$ cat config.mk
export PLATFORM = sky130hd
export DESIGN_NAME = dmem_port_arbiter
export DESIGN_NICKNAME = d
export VERILOG_FILES = /design/src/rtl/dmem_port_arbiter.sv
export SDC_FILE = /design/constraint.sdc
export NUM_CORES = 1
export LEC_CHECK = 0
export CORE_UTILIZATION = 36
export DETAILED_ROUTE_END_ITERATION = 16
export PLACE_DENSITY = 0.86
export SETUP_SLACK_MARGIN = 0.5
export SLEW_MARGIN = 20
export SYNTH_ARGS = -nofsm -noshare
export SYNTH_HDL_FRONTEND = slang
export SYNTH_SLANG_ARGS = --single-unit
$ cat constraint.sdc
create_clock -name clock -period 3.8 [get_ports clock]
set_input_delay 0.57 -clock clock [delete_from_list [all_inputs] [get_ports clock]]
set_output_delay 0.57 -clock clock [all_outputs]
set_load 0.02 [all_outputs]
$ cat src/rtl/dmem_port_arbiter.sv
// Round-robin arbiter sharing one data-memory port between the LSU (req 0) and a debug/DMA loader (req 1).
// Optional macro DMEM_ARB_MISALIGN_EN: misaligned halfword/word accesses get an error response instead of a strobe.
module dmem_port_arbiter #(
    parameter int ADDR_WIDTH = 32,
    parameter int DATA_WIDTH = 32
) (
    input  logic                    clock,
    input  logic                    reset,
    input  logic [1:0]              req_valid,
    output logic [1:0]              req_ready,
    input  logic [1:0]              req_we,
    input  logic [2*ADDR_WIDTH-1:0] req_addr,
    input  logic [2*DATA_WIDTH-1:0] req_wdata,
    input  logic [5:0]              req_funct3,
    output logic [1:0]              rsp_valid,
    output logic                    rsp_err,
    output logic [DATA_WIDTH-1:0]   rsp_rdata,
    output logic                    mem_read_en,
    output logic                    mem_write_en,
    output logic [ADDR_WIDTH-1:0]   mem_address,
    output logic [DATA_WIDTH-1:0]   mem_data_in,
    output logic [2:0]              mem_funct3,
    input  logic [DATA_WIDTH-1:0]   mem_data_out
);

    typedef enum logic {IDLE = 1'b0, ACCESS = 1'b1} state_t;

    state_t                  state_q, state_d;
    logic                    last_grant_q;
    logic                    we_q;
    logic                    legal_q;
    logic [ADDR_WIDTH-1:0]   addr_q;
    logic [DATA_WIDTH-1:0]   wdata_q;
    logic [2:0]              funct3_q;
    logic [1:0]              rsp_valid_q;
    logic                    rsp_err_q;
    logic [DATA_WIDTH-1:0]   rsp_rdata_q;

    logic                    grant_d;
    logic                    accept;
    logic                    sel_we;
    logic [ADDR_WIDTH-1:0]   sel_addr;
    logic [DATA_WIDTH-1:0]   sel_wdata;
    logic [2:0]              sel_funct3;
    logic                    funct3_ok;
    logic                    misaligned;
    logic                    sel_legal;

    // Contention goes to whoever did not win last time.
    always_comb begin
        grant_d = 1'b0;
        case (req_valid)
            2'b01:   grant_d = 1'b0;
            2'b10:   grant_d = 1'b1;
            2'b11:   grant_d = ~last_grant_q;
            default: grant_d = 1'b0;
        endcase
    end

    assign accept     = (state_q == IDLE) && (|req_valid);
    assign sel_we     = grant_d ? req_we[1] : req_we[0];
    assign sel_addr   = grant_d ? req_addr[ADDR_WIDTH +: ADDR_WIDTH] : req_addr[0 +: ADDR_WIDTH];
    assign sel_wdata  = grant_d ? req_wdata[DATA_WIDTH +: DATA_WIDTH] : req_wdata[0 +: DATA_WIDTH];
    assign sel_funct3 = grant_d ? req_funct3[5:3] : req_funct3[2:0];

    always_comb begin
        funct3_ok = 1'b0;
        case (sel_funct3)
            3'b000, 3'b001, 3'b010: funct3_ok = 1'b1;
            3'b100, 3'b101:         funct3_ok = ~sel_we;
            default:                funct3_ok = 1'b0;
        endcase
    end

`ifdef DMEM_ARB_MISALIGN_EN
    assign misaligned = (((sel_funct3 == 3'b001) || (sel_funct3 == 3'b101)) && sel_addr[0])
                      || ((sel_funct3 == 3'b010) && (sel_addr[1:0] != 2'b00));
`else
    assign misaligned = 1'b0;
`endif

    assign sel_legal = funct3_ok && !misaligned;

    always_ff @(posedge clock or posedge reset) begin
        if (reset) state_q <= IDLE;
        else       state_q <= state_d;
    end

    always_comb begin
        state_d = state_q;
        case (state_q)
            IDLE:    if (accept) state_d = ACCESS;
            ACCESS:  state_d = IDLE;
            default: state_d = IDLE;
        endcase
    end

    // Strobes depend only on the state register so reset kills them at once.
    always_comb begin
        req_ready    = 2'b00;
        mem_read_en  = 1'b0;
        mem_write_en = 1'b0;
        case (state_q)
            IDLE:    if (accept) req_ready = grant_d ? 2'b10 : 2'b01;
            ACCESS: begin
                mem_read_en  = legal_q & ~we_q;
                mem_write_en = legal_q & we_q;
            end
            default: ;
        endcase
    end

    always_ff @(posedge clock or posedge reset) begin
        if (reset) begin
            last_grant_q <= 1'b1;
            we_q         <= 1'b0;
            legal_q      <= 1'b0;
            addr_q       <= '0;
            wdata_q      <= '0;
            funct3_q     <= '0;
            rsp_valid_q  <= 2'b00;
            rsp_err_q    <= 1'b0;
            rsp_rdata_q  <= '0;
        end else begin
            rsp_valid_q <= 2'b00;
            rsp_err_q   <= 1'b0;
            rsp_rdata_q <= '0;
            if (accept) begin
                last_grant_q <= grant_d;
                we_q         <= sel_we;
                legal_q      <= sel_legal;
                addr_q       <= sel_addr;
                wdata_q      <= sel_wdata;
                funct3_q     <= sel_funct3;
            end
            if (state_q == ACCESS) begin
                rsp_valid_q <= last_grant_q ? 2'b10 : 2'b01;
                rsp_err_q   <= ~legal_q;
                rsp_rdata_q <= (legal_q && !we_q) ? mem_data_out : '0;
            end
        end
    end

    assign rsp_valid   = rsp_valid_q;
    assign rsp_err     = rsp_err_q;
    assign rsp_rdata   = rsp_rdata_q;
    assign mem_address = addr_q;
    assign mem_data_in = wdata_q;
    assign mem_funct3  = funct3_q;

endmodule

==> impl_results.md <==
* Mux share of post-synthesis cell area at 0.542%
* PD cells at 483 nW/um^2
* First-pass GRT wire length at 19.9 mm
* Placed insts at 787
* Async set-reset flop share out of synthesis at 100%
* DIE AREA at 12000 sq um
* WHS Path Cells at 1
* # setup viols final at 0
* Worst path arrival time at 2170 ps
* Most common cell in the synthesized netlist: nand2_1
* Antenna diodes at 0
* DRT iter0 DRCs at 245
* Post-Syn Area at 4160 sq um
* Post-synthesis simple-gate area fraction at 18.9%
* Longest Clk Path Bufs at 2
* Vias in the first global route at 4060
* Area of the core at 11000 sq um
* Grt ovf at 0
* Status: finished, final reports clean
* Worst slew pin tran at 734 ps
* Final worst slack at 1060 ps
* Total CTS buffers at 9
* Syn nets at 562
* Worst-case headroom to the max-slew limit at 51.1%
* Drt wl/cell at 16.8 microns
* Largest net degree at the start of global routing at 66
* Total power at 0.00354 W
* Reg-to-reg critical path startpoint: state_q
* Synth unique cells at 24
* Top cell type's share of synthesized area at 63.2%
* Clock Pin Slew Worst Setup and Hold Paths at 70 ps
* Worst hold path endpoint: rsp_err
* I/O pin count at 278
* Area leader, netlist: dfrtp_1
* DIE HEIGHT at 109 microns
* Seq/Total Area, Yosys at 63.8%
* CP Capture Type: primary output
* Die width at 109 microns
* Maxcap violations at 0
* Synth warnings at 0
* DP Wirelength at 9.91 mm
* Post-cts resize count at 0
* Post-Layout Cell Count at 803
* Worst r2r path cells at 4
* Residual DRC at 0
* DR vias at 3918
* Startpoint Class: input port
* Synth Register Bits at 106
* Commonest cells in the netlist: 136 x nand2_1, 105 x dfrtp_1, 64 x a22oi_1
* Max Clock Skew at 6.34 ps
* Pint at 0.00245 W
* Sw frac at 30.7%
* Final TNS setup at 0 ps
* Worst Setup Path Type: input port to primary output
* Ratio of cells with drive above 1 in the final layout at 4.22%
* Rows at 38
* Tmin final at 2740 ps
* R2R Setup Slk at 1720 ps
* Htree depth at 3
* Setup repair bufs after CTS at 0
* Synth area leaders: dfrtp_1 63%, nand2_1 12%, a22oi_1 12%
* Worst hold margin at 501 ps
* RSZ-0062 raised after global routing: false
* Total global routing track utilization at 22.4%
* Fin nets at 830
* Port Buffers at 277
* Antenna Violating Nets Remaining at 0
* Leakage power at 3.27 nW
* Critical Path RT at 3230 ps
* Synthesis-to-finish area growth at 76.0%
* Compound-Gate Fraction of Synth Area at 13.1%
* DR vias/cell at 4.88
* Final Hold Vio Count at 0
* Slew Limit Fails at 0
* CTS Sinks at 106
* Number of synthesized flops with an enable pin at 0
* Worst Min Path Start: legal_q
* GP Congestion at 0.798
* Largest family of logic cells by synthesized area: simple AND/OR/NAND/NOR gates
* Fmax at 0.365 GHz
* Most used DFF post-synth: dfrtp_1
* # hold bufs at CTS at 0
* Area share of fa/ha/maj cells after synthesis at 0%
* Worst vdd ir at 0.000326 V
* Starting density of the core at 37.7%
* CTS root buf: clkbuf_16
* Power share of the combinational group at 33.6%
* Clock Latency Late Sink at 340 ps
* Synth Area in XOR/XNOR at 0%
* Cell count after synthesis at 390
* Crit Path Max Fanout at 5
* Sequential share of power at 40.6%
* Worst slack, placed at 1080 ps
* Syn Area/Cell at 10.7 sq um
* CTS tree: yes
* Antenna violations before repair at 0
* RR Endpoint: mem_data_in[28]
* Sw power at 0.00109 W
* Clk network pwr share at 25.8%
* Worst hold-check path type: flop to flop
* Drt pass-1 iters at 5
* Detailed Route WL at 13.5 mm
* Tcrit/Tclk final at 72.0%
-- kinds of logic after synthesis --
kind of cell / Yosys count
and+or+nand+nor: 182
DFF: 106
AOI/OAI and AO/OA: 72
buffers and inverters: 28
muxes: 2
-- power groups by stage --
stage,registers (W),clock network [W],logic [W]
5_1_grt,0.00146,0.000983,0.00128
2_1_floorplan,0.00167,0,0.000312
3_5_place_dp,0.00146,0,0.00120
4_1_cts,0.00144,0.000929,0.00121
3_3_place_gp,0.00144,0,0.00118
6_report,0.00144,0.000912,0.00119
-- layer usage --
layer	global-route usage, %	vias up	wire, microns	share of wire (%)
li1	-	1830	-	-
met1	22.7	1855	4880	36
met2	39.8	200	6720	50
met3	7.88	33	1400	10
met4	12.4	0	455	3.4
met5	0	-	0	0
-- registers in the layout, summed over array words and instances (netlist names) --
name / count
last_grant_q: 1
mem_data_in: 32
mem_funct3: 3
rsp_rdata: 32
mem_address: 32
we_q: 1
rsp_err: 1
legal_q: 1
rsp_valid: 2
state_q: 1
-- critical path, cell delays in order --
cell and delay [ps]:
clkdlybuf4s50_1 510, a21boi_2 290, and2b_2 200, clkdlybuf4s50_1 600
-- worst max path at each step --
stage | startpoint | endpoint | slack (ps)
final | req_valid[1] | req_ready[1] | 1060
after global routing | req_valid[1] | req_ready[1] | 980
after CTS | req_valid[1] | req_ready[1] | 1060
after detailed placement | req_valid[1] | req_ready[1] | 1080
after global placement | req_valid[1] | req_ready[1] | 1090
after floorplan | reset | legal_q | 1960
-- layout make-up --
cell class / count / area (sq um)
Clock buffer: 11 / 233
Inverter: 2 / 11.3
Timing Repair Buffer: 283 / 2830
Sequential cell: 106 / 2650
Multi-Input combinational cell: 256 / 1360
Fill cell: 833 / 3710
Clock inverter: 5 / 56.3
Tap cell: 140 / 175
-- metrics by stage --
step                utilization [%]  area, sq um
detailed placement             63.7         7030
global placement               63.7         7030
finish                         66.3         7320
CTS                            66.3         7320
floorplan                         -         4160
global route                   66.3         7320
-- placed cells by master, fill, tap and decap left out, types with 2 or more instances in the layout --
cell and count:
o21a_1 2, clkinvlp_4 2, clkdlybuf4s50_1 277, clkinv_2 2, buf_4 5, clkbuf_1 2, mux2_2 2, and2_1 33
dfrtp_1 105, nor2_1 6, nor2b_1 2, nand2_1 136, clkbuf_16 9, a22oi_1 64, a32oi_1 2
Note: power is estimated with default switching activity, not from simulation.
